$ cat src/rtl/mem_rr_arbiter.sv
// mem_rr_arbiter: shares one narrow memory request/response port between NumPorts requesters.
//
// Requests are arbitrated round-robin and forwarded with zero added latency. Every accepted read
// pushes the requester index into an in-order ID FIFO. Each downstream read response is routed to
// the port at the FIFO head, so any fixed or variable downstream latency works. Writes produce no
// response and never take a FIFO slot.
//
// Ports:
//   clk_i, rst_ni           clock, asynchronous active-low reset
//   req_valid_i/ready_o     per-port request handshake
//   req_addr_i/write_i      per-port address and write flag (1 = write)
//   req_wdata_i/strb_i      per-port write data and byte strobes
//   rsp_valid_o             one-hot read-data valid, routed to the issuing port
//   rsp_data_o              read data, broadcast to all ports
//   rsp_ready_i             per-port read-data ready
//   mem_req_*               downstream request (muxed from the granted port)
//   mem_rsp_*               downstream read response
//   outstanding_o           number of reads in flight
//   stall_cnt_o             per-port 32-bit saturating stall counters
//                           (only with LAGD_MEM_ARB_STALL_CNT_EN defined)
//
// Optional feature macro: LAGD_MEM_ARB_STALL_CNT_EN

module mem_rr_arbiter #(
  parameter int unsigned NumPorts       = 4,
  parameter int unsigned AddrWidth      = 48,
  parameter int unsigned DataWidth      = 64,
  parameter int unsigned MaxOutstanding = 4,
  localparam int unsigned IdxW  = (NumPorts > 1) ? $clog2(NumPorts) : 1,
  localparam int unsigned StrbW = DataWidth / 8,
  localparam int unsigned CntW  = $clog2(MaxOutstanding + 1),
  localparam int unsigned PtrW  = (MaxOutstanding > 1) ? $clog2(MaxOutstanding) : 1
) (
  input  logic                          clk_i,
  input  logic                          rst_ni,
  input  logic [NumPorts-1:0]           req_valid_i,
  output logic [NumPorts-1:0]           req_ready_o,
  input  logic [NumPorts*AddrWidth-1:0] req_addr_i,
  input  logic [NumPorts-1:0]           req_write_i,
  input  logic [NumPorts*DataWidth-1:0] req_wdata_i,
  input  logic [NumPorts*StrbW-1:0]     req_strb_i,
  output logic [NumPorts-1:0]           rsp_valid_o,
  output logic [DataWidth-1:0]          rsp_data_o,
  input  logic [NumPorts-1:0]           rsp_ready_i,
  output logic                          mem_req_valid_o,
  input  logic                          mem_req_ready_i,
  output logic [AddrWidth-1:0]          mem_addr_o,
  output logic                          mem_write_o,
  output logic [DataWidth-1:0]          mem_wdata_o,
  output logic [StrbW-1:0]              mem_strb_o,
  input  logic                          mem_rsp_valid_i,
  input  logic [DataWidth-1:0]          mem_rsp_data_i,
  output logic                          mem_rsp_ready_o,
`ifdef LAGD_MEM_ARB_STALL_CNT_EN
  output logic [NumPorts*32-1:0]        stall_cnt_o,
`endif
  output logic [CntW-1:0]               outstanding_o
);

  logic [IdxW-1:0]     rr_q, rr_d;
  logic [IdxW-1:0]     grant;
  logic                any_elig;
  logic                handshake;
  logic [NumPorts-1:0] eligible;

  logic [IdxW-1:0] id_q [MaxOutstanding];
  logic [PtrW-1:0] wr_ptr_q, rd_ptr_q;
  logic [CntW-1:0] count_q;
  logic            fifo_full, fifo_empty;
  logic            push, pop;
  logic [IdxW-1:0] head;

  function automatic logic [PtrW-1:0] ptr_inc(input logic [PtrW-1:0] p);
    return (p == PtrW'(MaxOutstanding - 1)) ? '0 : p + 1'b1;
  endfunction

  assign fifo_full  = (count_q == CntW'(MaxOutstanding));
  assign fifo_empty = (count_q == '0);

  // A full FIFO blocks reads only; full is the registered count, so a pop never frees a slot
  // for a push in the same cycle.
  assign eligible = req_valid_i & (req_write_i | {NumPorts{~fifo_full}});

  // First eligible port at or after the round-robin pointer, wrapping.
  always_comb begin
    int unsigned idx;
    idx      = 0;
    grant    = rr_q;
    any_elig = 1'b0;
    for (int unsigned k = 0; k < NumPorts; k++) begin
      idx = 32'(rr_q) + k;
      if (idx >= NumPorts) idx = idx - NumPorts;
      if (!any_elig && eligible[IdxW'(idx)]) begin
        any_elig = 1'b1;
        grant    = IdxW'(idx);
      end
    end
  end

  assign mem_req_valid_o = any_elig;
  assign mem_addr_o      = req_addr_i[grant*AddrWidth +: AddrWidth];
  assign mem_write_o     = req_write_i[grant];
  assign mem_wdata_o     = req_wdata_i[grant*DataWidth +: DataWidth];
  assign mem_strb_o      = req_strb_i[grant*StrbW +: StrbW];

  assign handshake = any_elig && mem_req_ready_i;
  assign push      = handshake && !mem_write_o;

  always_comb begin
    req_ready_o        = '0;
    req_ready_o[grant] = handshake;
  end

  always_comb begin
    rr_d = rr_q;
    if (handshake) rr_d = (grant == IdxW'(NumPorts - 1)) ? '0 : grant + 1'b1;
  end

  // Response routing; with an empty FIFO any response is accepted and dropped.
  assign head       = id_q[rd_ptr_q];
  assign rsp_data_o = mem_rsp_data_i;

  always_comb begin
    rsp_valid_o     = '0;
    mem_rsp_ready_o = 1'b1;
    if (!fifo_empty) begin
      rsp_valid_o[head] = mem_rsp_valid_i;
      mem_rsp_ready_o   = rsp_ready_i[head];
    end
  end

  assign pop           = !fifo_empty && mem_rsp_valid_i && mem_rsp_ready_o;
  assign outstanding_o = count_q;

  always_ff @(posedge clk_i or negedge rst_ni) begin
    if (!rst_ni) begin
      rr_q     <= '0;
      wr_ptr_q <= '0;
      rd_ptr_q <= '0;
      count_q  <= '0;
      for (int i = 0; i < MaxOutstanding; i++) id_q[i] <= '0;
    end else begin
      rr_q <= rr_d;
      if (push) begin
        id_q[wr_ptr_q] <= grant;
        wr_ptr_q       <= ptr_inc(wr_ptr_q);
      end
      if (pop) rd_ptr_q <= ptr_inc(rd_ptr_q);
      if (push && !pop)      count_q <= count_q + 1'b1;
      else if (!push && pop) count_q <= count_q - 1'b1;
    end
  end

`ifdef LAGD_MEM_ARB_STALL_CNT_EN
  logic [31:0] stall_cnt_q [NumPorts];

  always_ff @(posedge clk_i or negedge rst_ni) begin
    if (!rst_ni) begin
      for (int i = 0; i < NumPorts; i++) stall_cnt_q[i] <= '0;
    end else begin
      for (int i = 0; i < NumPorts; i++) begin
        if (req_valid_i[i] && !req_ready_o[i] && (stall_cnt_q[i] != 32'hFFFF_FFFF)) begin
          stall_cnt_q[i] <= stall_cnt_q[i] + 32'd1;
        end
      end
    end
  end

  always_comb begin
    stall_cnt_o = '0;
    for (int i = 0; i < NumPorts; i++) stall_cnt_o[i*32 +: 32] = stall_cnt_q[i];
  end
`endif

`ifndef SYNTHESIS
  rsp_onehot_a : assert property (@(posedge clk_i) disable iff (!rst_ni)
    $onehot0(rsp_valid_o)) else $error("rsp_valid_o has more than one bit set");
  req_ready_onehot_a : assert property (@(posedge clk_i) disable iff (!rst_ni)
    $onehot0(req_ready_o)) else $error("req_ready_o has more than one bit set");
  outstanding_max_a : assert property (@(posedge clk_i) disable iff (!rst_ni)
    outstanding_o <= CntW'(MaxOutstanding)) else $error("outstanding_o above MaxOutstanding");
  rsp_when_empty_a : assert property (@(posedge clk_i) disable iff (!rst_ni)
    !(mem_rsp_valid_i && fifo_empty)) else $error("read response with no read in flight");
`endif

endmodule

$ cat config.mk
export PLATFORM = sky130hd
export DESIGN_NAME = mem_rr_arbiter
export DESIGN_NICKNAME = d
export VERILOG_FILES = /design/src/rtl/mem_rr_arbiter.sv
export SDC_FILE = /design/constraint.sdc
export NUM_CORES = 1
export LEC_CHECK = 0
export CAP_MARGIN = 15
export CELL_PAD_IN_SITES_DETAIL_PLACEMENT = 1
export CELL_PAD_IN_SITES_GLOBAL_PLACEMENT = 2
export CORE_AREA = 2 2 296 298
export CTS_CLUSTER_SIZE = 24
export DETAILED_ROUTE_END_ITERATION = 8
export DIE_AREA = 0 0 298 300
export DONT_BUFFER_PORTS = 1
export PLACE_DENSITY_LB_ADDON = 0.2
export SETUP_SLACK_MARGIN = 0.5
export SYNTH_ARGS = -nofsm -noshare
export SYNTH_HDL_FRONTEND = slang
export SYNTH_SLANG_ARGS = --single-unit
$ cat constraint.sdc
create_clock -name clk_i -period 4.8 [get_ports clk_i]
set_input_delay 0.72 -clock clk_i [delete_from_list [all_inputs] [get_ports clk_i]]
set_output_delay 0.72 -clock clk_i [all_outputs]
set_load 0.05 [all_outputs]
# After elaboration in Yosys (flattened, before gate mapping)
# Cells that the tools add are included.
# classes
add_sub_neg	12
n_mul	1
magnitude_cmp	15
eq_ne	4
shifts	3
n_mux	41
bitwise_logic	7
reduce_logical	21
# op_table
cell	n
indexed part select 256 x 9 -> 64 bit	1
indexed part select 192 x 9 -> 48 bit	1
indexed part select 32 x 6 -> 8 bit	1
two-way mux 2 bit	14
less-than comparator 2 x 3 -> 1 bit (second input constant)	6
greater-or-equal comparator 3 bit (second input constant)	5
two-way mux 1 bit	13
AND 4 bit	3
binary-select mux 1 bit (select 2 bit)	6
logical AND 1 bit	12
bitwise mux 8 bit	1
subtractor 2 x 1 -> 2 bit (second input constant)	4
zero test 1 bit	7
adder 2 x 1 -> 2 bit (second input constant)	3
adder 2 x 2 -> 3 bit (second input constant)	2
== test 2 bit (second input constant)	3
two-way mux 3 bit	2
inverter 2 -> 3 bit	2
binary-select mux 2 bit (select 2 bit)	1
demux 1 bit (select 2 bit)	2
demux 2 bit (select 2 bit)	1
greater-or-equal comparator 2 x 1 -> 1 bit (second input constant)	2
multiplier 2 x 2 -> 4 bit (second input constant)	1
two-way mux 4 bit	1
10 further kinds	10
# word_totals
regBits	17
output_inout_bits	198
elab_cells	112

# Logic depth before layout (Yosys ltp)
# Gate-level depths: netlist (run 1).
# logic_depth
ltp_word	24
depth_mapped	13
ltp_nobuf	12

# Worst setup path before layout (run 1)
# No wires, ideal clock.
# synth_timing
path_type	input port to output port
startpoint	in req_write_i[1]
endpoint	out mem_addr_o[10]
arrival_ns	3.390
t_required_ns	4.080
setup_slack_ns	0.690
path_stages	9
path_buffers	3
path_cell_list	or4b_4 > a221oi_1 > o22ai_1 > a21oi_4 > buf_4 > buf_4 > clkbuf_1 > a211oi_1 > a21oi_1
# synth_via
elab_chain_cells	16
word_cells_on_any_way	25
# synth_lines
item	line_no	source
start: declaration	39	input logic [NumPorts-1:0] req_write_i,
bitwise OR 4 bit *	82	assign eligible = req_valid_i & (req_write_i | {NumPorts{~fifo_full}});
AND 4 bit *	82	
binary-select mux 1 bit (select 2 bit)	93	if (!any_elig && eligible[IdxW'(idx)]) begin
two-way mux 1 bit (implied by the code)	93	
two-way mux 1 bit	93	
zero test 1 bit	93	
logical AND 1 bit	93	
two-way mux 1 bit	93	
zero test 1 bit	93	
logical AND 1 bit	93	
two-way mux 1 bit	93	
zero test 1 bit	93	
logical AND 1 bit	93	
two-way mux 2 bit *	93	
multiplier 2 x 2 -> 4 bit *	101	assign mem_addr_o = req_addr_i[grant*AddrWidth +: AddrWidth];
indexed part select 192 x 9 -> 48 bit *	101	
end: declaration	47	output logic [AddrWidth-1:0] mem_addr_o,
# Every way passes the cells marked *; elsewhere a longest branch is shown, timed or not. The select of a mux whose other input is x is not followed.

# Worst setup path in the final report (run 1)
# layout_timing
startpoint	reg count_q[0] (netlist: outstanding_o[0])
endpoint	out mem_addr_o[27]
# layout_via
elab_chain_cells	18
word_cells_on_any_way	27
# layout_lines
item	line_no	source
start: declaration	68	logic [CntW-1:0] count_q;
start signal: assignment	149	if (push && !pop) count_q <= count_q + 1'b1;
start signal: assignment	150	else if (!push && pop) count_q <= count_q - 1'b1;
== test 3 bit *	77	assign fifo_full = (count_q == CntW'(MaxOutstanding));
inverter 1 bit *	82	
bitwise OR 4 bit *	82	
AND 4 bit *	82	
binary-select mux 1 bit (select 2 bit)	93	
two-way mux 1 bit (implied by the code)	93	
two-way mux 1 bit	93	
zero test 1 bit	93	
(+2 left out)	-	
zero test 1 bit	93	
logical AND 1 bit	93	
two-way mux 1 bit	93	
zero test 1 bit	93	
logical AND 1 bit	93	
two-way mux 2 bit *	93	
multiplier 2 x 2 -> 4 bit *	101	
indexed part select 192 x 9 -> 48 bit *	101	
# Marked as above.

==> reports/results.ini, run 1 <==
[status]
status=complete, no violations

[cells_and_area]
fin_cells=1912
drive_above_1_share_pct=23.9
finalNetCount=1328
num-fill-cells=10400
area_growth_pct=39.2
fin_util_pct=8.81
final_area_um2=7590

[cts]
clk_pin_slew_worst_paths_ps=50
tritoncts=yes
worstSkewPairLatency_ps=250
cts_buffers=3
cts-root-buf=clkbuf_16
clock_path_buffers=2
cts-htree-levels=1
numClockSinks=17

[synthesis]
synth-seq-cells=17
yosys_warnings=0
syn_nets=1294
synth_edf_count=0
synth.avg_cell_area_um2=7.54
ys_types=40
synthesis.area_um2=5450
synth_ff_type=dfrtp_1
netlist_instances=723
async_reset_ff_share_pct=100
yosysSeqAreaShare_pct=7.80

[detailed_routing]
postRouteAntennaNets=0
drc_errors=0
drtIter0Drc=243
viasPerCell=2.98
dr.pass1.iters=4
num_vias=5699
wl_per_cell_um=17.9
wirelength_um=34200

[sta]
finalCriticalPeriod_ps=4160
slew_headroom_pct=41.3
period_share_pct=86.7
finalSetupTns_ps=0
setup_viol=0
grt_setup_unrepaired=false
skew_ps=1.75
holdWs_ps=163
finalMaxSlewViolations=0
worst_pin_slew_ps=877
fmax_mhz=240
hold_viol=0

[floorplan]
core_um2=86200
io_pins=758
die_y_um=300
start_util_pct=6.33
die_w_um=298
die-area_um2=89400
num_rows=108

[worst_setup_path]
start_kind=register
crit_arrival_ps=3440
critPathRequiredTime_ps=4080
worstSetupEndpointType=output pin
path_class=register to output pin
r2r_cells=13
crit_fanout=35

[place]
dp_cells=1901
dp_hpwl_um=29100
io_buffers=0
gp_congestion=0.835
dpl-instance-area_um2=7370

[run]
maxCapViolCount=0

[global_routing]
gr-total-overflow=0
grt_busiest_layer=met2
grt_use_total_pct=6.84
met1_usage_pct=8.29
grt_pass1_vias=5918
grt_max_degree=65
grt_pass1_wl_um=45200
gr-usage-met2_pct=12.1
use_met3_pct=2.00
antenna_found_initial=12

[power]
leakagePower_uw=0.00267
p_per_area_nw_per_um2=986
peakVddDrop_uv=407

[min_path]
hp-class=input pin to asynchronous set/reset pin

[where the power goes]
part           internal, uW  total (uW)  leakage [uW]  switching [uW]
Combinational          2140        7020       0.00242            4880
Sequential              218         295      0.000205            77.2
Clock                   112         169     0.0000409            57.6
[cells by family (layout without fill, tap and decap cells)]
logic type	count (synthesis)	after routing	synth area share, %
multiplexers	136	136	26.2
XOR/XNOR	3	3	0.482
flip-flops	17	17	7.80
AO/OA/AOI/OAI	256	256	29.7
AND/OR/NAND/NOR	159	159	17.7
buffers and inverters	141	174	15.5
adder cells (fa/ha/maj)	11	11	2.66
other	0	1	0
[placed cells by master, fill, tap and decap left out, drive strengths merged]
| master | n |
|---|---|
| dfrtp | 17 |
| o21ai | 4 |
| buf | 159 |
| nor2 | 8 |
| mux2i | 120 |
| ha | 10 |
| a311oi | 1 |
| a32oi | 1 |
| a221oi | 1 |
| xor2 | 2 |
| fa | 1 |
| clkinv | 1 |
| or2 | 1 |
| diode | 1 |
| and2 | 1 |
| a211oi | 121 |
| o22ai | 1 |
| nor3 | 4 |
| mux2 | 12 |
| clkbuf | 4 |
| or4b | 3 |
| nor2b | 122 |
| bufbuf | 1 |
| xnor2 | 1 |
| and3 | 5 |
| mux4 | 4 |
| a21oi | 123 |
| a22oi | 1 |
| nor3b | 1 |
| o211ai | 1 |
| nor4b | 2 |
| nand2 | 10 |
| nand3 | 1 |
| a21o | 1 |
| o221ai | 1 |
| inv | 9 |
| nand2b | 1 |
[metrics by stage]
| step | power, uW | setup slack, ps |
|---|---|---|
| after CTS | 7550 | 499 |
| after detailed placement | 7260 | 11.6 |
| after global placement | 7260 | 7.57 |
| final | 7490 | 640 |
| after floorplan | 5330 | 690 |
| after global routing | 7960 | 503 |
[Yosys cell counts, types with 4 or more instances]
cell      count  share of area [%]
a21oi_1     122                 11
a211oi_1    121                 17
nor2b_1     121                 14
mux2i_1     120                 22
buf_4        78                 11
clkbuf_1     35                2.4
buf_2        18                1.7
dfrtp_1      17                7.8
ha_1         10                2.3
mux2_1       10                2.1
nand2_1      10               0.69
inv_1         9               0.62
nor2_1        8               0.55
and3_1        5               0.57
mux4_2        4                1.7
nor3_1        4               0.37
o21ai_0       4               0.37
[area by class of cell]
class | instances | area (um2) | area share [%]
Multi-Input combinational cell | 565 | 4230 | 55.7
Tap cell | 1155 | 1450 | 19.0
Clock inverter | 1 | 5.00 | 0.0659
Clock buffer | 3 | 75.1 | 0.989
Antenna cell | 1 | 2.50 | 0.0330
Timing Repair Buffer | 161 | 1380 | 18.1
Inverter | 9 | 33.8 | 0.445
Sequential cell | 17 | 427 | 5.62
[registers in the layout, summed over array words and instances (netlist names)]
register,count
id_q,8
rd_ptr_q,2
rr_q,2
wr_ptr_q,2
outstanding_o,3
[worst paths after layout]
path                                  start  slack [ps]               end
setup / recovery           outstanding_o[0]         640    mem_addr_o[27]
hold / removal                       rst_ni         160       rd_ptr_q[1]
setup reg to reg           outstanding_o[0]         730  outstanding_o[2]
hold reg to reg                     id_q[0]         490           id_q[0]
max in group asynchronous            rst_ni        4550  outstanding_o[0]
min in group clk_i                  id_q[0]         490           id_q[0]
[what timing repair did]
item	CTS	global route
cloned	1	1
buffers inserted	1	3
gates resized for setup	4	5
hold buffers	0	0
endpoints found under the setup margin	15	40
pin swaps	1	1
[metal layers]
layer / vias to the layer above / wire (um)
met4: 8 / 599
met2: 293 / 16800
met5: - / 55
met1: 2681 / 13900
li1: 2667 / -
met3: 50 / 2810
[worst max-delay path, cell delays in order (launching register included)]
cell,delay [ps]
dfrtp_2,490
or4b_1,600
a211oi_1,310
a21oi_1,60
o211ai_1,350
buf_12,320
buf_12,230
a211oi_1,70
a21oi_1,420
buf_4,290
No activity file was read; power rests on OpenSTA's default activity.
==> run 2, diff against run 1 <==
- SETUP_SLACK_MARGIN: 0.5 -> default
==> run 2 against run 1 <==
Total power fell by 2.2%. Design area fell by 1.7%. Clock skew barely moved. Global-route usage fell by 0.16 points. Highest routed layer unchanged. Sequential power barely moved. Critical path type unchanged.
==> reports/results.ini, run 2 (synthesized netlist as in run 1, its figures left out) <==
[worst_setup_path]
r2r_end=outstanding_o[2]
crit_fanout=44
critPathRequiredTime_ps=4080
worstSetupEndpointType=output pin
r2r_cells=12
path_depth=11
crit_chain=or4b_4 > a221oi_1 > o22ai_1 > a21oi_4 > buf_12 > buf_12 > nor2b_1 > a211oi_1 > buf_4 > a21oi_1 > buf_4
critPathMaxStageDelay_ps=600
start_kind=register
crit_arrival_ps=3790
crit_slowest_cell=or4b_4
path_class=register to output pin
critical_path.top_delay_family=compound AO/OA/AOI/OAI gates
r2r-start=outstanding_o[0]
timing.reg2reg.setup_slack_ps=730
path_buf_inv=4

[place]
io_buffers=0
pre_cts_slack_ps=11.6
dp_hpwl_um=29100
dpl-instance-area_um2=7370
gp_congestion=0.835

[cts]
cts_buffers=3
cts-root-buf=clkbuf_16
tritoncts=yes
cts_hold_buf=0
worstSkewPairLatency_ps=250
cts-htree-levels=1
clk_pin_slew_worst_paths_ps=50
post_cts_buffers=0
clock_path_buffers=2
numClockSinks=17
ctsResizeCount=1

[global_routing]
grt_max_degree=65
grt_use_total_pct=6.68
gr-total-overflow=0
antenna_found_initial=11
grt_pass1_vias=5908
grt_pass1_wl_um=44400

[floorplan]
die_w_um=298
die_y_um=300
die-area_um2=89400
start_util_pct=6.33
num_rows=108
core_um2=86200
io_pins=758

[sta]
finalMaxSlewViolations=0
worst_pin_slew_ps=877
setup_viol=0
period_share_pct=94.0
finalCriticalPeriod_ps=4510
fmax_mhz=222
fin_ws_ps=290
finalSetupTns_ps=0
grt_setup_unrepaired=false
skew_ps=1.76
hold_viol=0
slew_headroom_pct=41.3

[detailed_routing]
drtIter0Drc=272
num_vias=5714
dr.pass1.iters=4
wirelength_um=33200
drc_errors=0
postRouteAntennaNets=0
wl_per_cell_um=17.4
viasPerCell=3.00

[status]
status=complete, no violations

[cells_and_area]
final_common_cell=buf_4
largest_register_ffs=8
finalNetCount=1322
reg_top3=id_q x8, outstanding_o x3
final_area_um2=7460
regMostFlops=id_q
drive_above_1_share_pct=22.9
mostFrequentLayoutCells=buf_4 (146), a21oi_1 (122), nor2b_1 (121)
area_growth_pct=36.8

[min_path]
hp-class=input pin to asynchronous set/reset pin

[power]
leakagePower_uw=0.00261
p_per_area_nw_per_um2=982
peakVddDrop_uv=410

[run]
maxCapViolCount=0

[run 2: through the flow]
| stage | utilization (%) | total power (uW) | cells | hold WS (ps) |
|---|---|---|---|---|
| after floorplan | - | 5330 | 723 | 424 |
| after global placement | 8.55 | 7260 | 1901 | 425 |
| after detailed placement | 8.55 | 7260 | 1901 | 425 |
| after CTS | 8.65 | 7460 | 1905 | 156 |
| after global routing | 8.65 | 7800 | 1905 | 151 |
| final | 8.66 | 7330 | 1906 | 163 |
[run 2: layout make-up]
| cell class | count | area [um2] |
|---|---|---|
| Multi-Input combinational cell | 565 | 4200 |
| Timing Repair Buffer | 155 | 1280 |
| Sequential cell | 17 | 425 |
| Clock buffer | 3 | 75.1 |
| Tap cell | 1155 | 1450 |
| Inverter | 9 | 33.8 |
| Antenna cell | 1 | 2.50 |
| Fill cell | 10400 | 78800 |
| Clock inverter | 1 | 5.00 |
[run 2: how the worst max path moves through the flow]
stage	from	end
after global routing	outstanding_o[0]	mem_addr_o[30]
final	outstanding_o[0]	mem_addr_o[30]
after detailed placement	req_write_i[1]	mem_wdata_o[50]
after global placement	req_write_i[1]	mem_wdata_o[54]
after CTS	outstanding_o[0]	mem_wdata_o[50]
after floorplan	req_write_i[1]	mem_addr_o[10]
[run 2: power by group]
part / internal [uW] / switching [uW] / leakage [uW] / total, uW
sequential: 217 / 76.3 / 0.000206 / 293
clock: 112 / 57.0 / 0.0000409 / 169
combinational: 2060 / 4810 / 0.00236 / 6870
total: 2390 / 4940 / 0.00261 / 7330
[run 2: layer usage]
metal / vias up / global-route usage [%] / part of all wire [%]
li1: 2658 / - / -
met1: 2715 / 7.99 / 40
met2: 285 / 11.9 / 50
met3: 48 / 2.00 / 8.0
met4: 8 / 1.17 / 1.8
met5: - / 0 / 0.17
==> run 3, diff against run 2 <==
- CORE_AREA: 2 2 296 298 -> 2 2 291 293
- DIE_AREA: 0 0 298 300 -> 0 0 293 295
- DONT_BUFFER_PORTS: 1 -> default
==> run 3 against run 2 <==
First-iteration DRC count down 45%. Cell count up 24%. Sequential share of layout area down 2.7 points. Setup slack worse by 66 ps. Via count up 33%. Total power up 35%. Count of clock-buffer cells in the layout unchanged. Maximum frequency down 1.4%. Non-clock buffer count up 527. Critical endpoint is now mem_wdata_o[20]. Largest power group unchanged.
==> reports/results.ini, run 3 (synthesized netlist as in run 1, its figures left out) <==
[detailed_routing]
wl_per_cell_um=18.5
viasPerCell=3.22
drc_errors=0
num_vias=7593
wirelength_um=43700
dr.pass1.iters=4
drtIter0Drc=149
postRouteAntennaNets=0

[global_routing]
grt_pass1_vias=8163
grt_max_degree=60
grt_use_total_pct=9.42
gr-total-overflow=0
antenna_found_initial=8
grt_pass1_wl_um=59900

[power]
leakagePower_uw=0.00521
p_int_uw=4420
power.switching_uw=5470
pwr-share-seq_pct=3.1
p_per_area_nw_per_um2=707
pwr-share-clk_pct=1.8
p_sw_share_pct=55.3
p_comb_share_pct=95.1
peakVddDrop_uv=310

[cts]
worstSkewPairLatency_ps=250
numClockSinks=17
clk_pin_slew_worst_paths_ps=60
clock_path_buffers=2
cts-htree-levels=1
cts_buffers=3
tritoncts=yes
cts-root-buf=clkbuf_16
cts_hold_buf=0

[cells_and_area]
largest_register_ffs=8
area_growth_pct=156
fin_util_pct=16.8
mostFrequentLayoutCells=clkdlybuf4s50_1 (504), a21oi_1 (122), a211oi_1 (121), nor2b_1 (121)
final_common_cell=clkdlybuf4s50_1
reg_top3=id_q x8, outstanding_o x3
regMostFlops=id_q
drive_above_1_share_pct=15.0
finalNetCount=1849

[worst_setup_path]
path_class=input pin to output pin
worstSetupEndpointType=output pin
critPathRequiredTime_ps=4080
start_kind=input pin
crit_arrival_ps=3860
crit_fanout=59

[sta]
setup_viol=0
worst_pin_slew_ps=806
finalMaxSlewViolations=0
skew_ps=2.84
hold_viol=0
finalCriticalPeriod_ps=4580
fmax_mhz=219
grt_setup_unrepaired=false
finalSetupTns_ps=0
slew_headroom_pct=46.1
period_share_pct=95.3

[place]
gp_congestion=0.778
dp_hpwl_um=39000
io_buffers=629

[floorplan]
core_um2=83200
num_rows=106
die-area_um2=86400
io_pins=758
die_y_um=295
die_w_um=293
start_util_pct=6.56

[min_path]
hp-class=register to register

[run]
maxCapViolCount=0

[status]
status=complete, no violations

-- run 3: cell types whose count changed in the layout (fill, tap and decap cells not counted) --
cell | previous run | this run
diode_2 | 1 | 3
a211oi_2 | 2 | 0
a211oi_1 | 119 | 121
buf_12 | 9 | 120
buf_16 | 0 | 1
nor3b_1 | 0 | 1
buf_4 | 146 | 57
clkinvlp_4 | 0 | 1
clkinv_2 | 1 | 0
nor3b_2 | 1 | 0
clkdlybuf4s50_1 | 0 | 504
-- run 3: repair_timing --
action / CTS / global route
endpoints found under the setup margin: 0 / 21
gates resized for setup: 0 / 1
buffers inserted: 0 / 1
-- run 3: metrics by stage --
stage	cells	area (um2)	total power [uW]	worst slack (ps)	hold WS, ps
after floorplan	723	5450	5330	690	424
after global placement	2352	13900	9860	240	463
after detailed placement	2352	13900	9880	135	471
after CTS	2356	14000	10100	159	485
after global routing	2358	14000	10400	4.13	504
final	2360	14000	9890	224	480
-- run 3: critical path: stages --
cell and delay [ps]:
clkdlybuf4s50_1 440, or4b_1 600, a221oi_1 360, o22ai_1 170
a21oi_4 270, buf_12 190, buf_16 280, buf_4 210
nor2b_1 50, a211oi_1 250, a21oi_1 110, buf_12 160
-- run 3: cell type report --
type | count | area (um2)
Clock buffer | 3 | 75.1
Clock inverter | 1 | 7.51
Timing Repair Buffer | 682 | 7900
Sequential cell | 17 | 425
Antenna cell | 3 | 7.51
Inverter | 9 | 33.8
Fill cell | 9619 | 69200
Multi-Input combinational cell | 565 | 4180
Tap cell | 1080 | 1350
-- run 3: power by group through the flow --
stage / sequential (uW) / clock, uW / combinational (uW)
global route: 321 / 188 / 9930
detailed placement: 310 / 0 / 9570
floorplan: 321 / 0 / 5010
CTS: 309 / 181 / 9590
finish: 306 / 174 / 9410
global placement: 307 / 0 / 9550
-- run 3: final timing paths --
check                      slack (ps)        startpoint  cells past startpoint                to
max reg2reg                       690  outstanding_o[0]                     13  outstanding_o[2]
min reg2reg                       480           id_q[3]                      1           id_q[3]
max in group asynchronous        3360            rst_ni                      1           rr_q[0]
max                               220    req_write_i[0]                     12   mem_wdata_o[20]
min in group asynchronous         940            rst_ni                      1           id_q[2]
min                               480           id_q[3]                      1           id_q[3]
-- run 3: routing by layer --
layer / global-route usage (%) / wire length (um) / up-vias
met3: 2.56 / 2910 / 36
li1: - / - / 3723
met5: 0 / 55 / -
met4: 1.05 / 444 / 8
met1: 10.4 / 16600 / 3555
met2: 18.3 / 23700 / 271
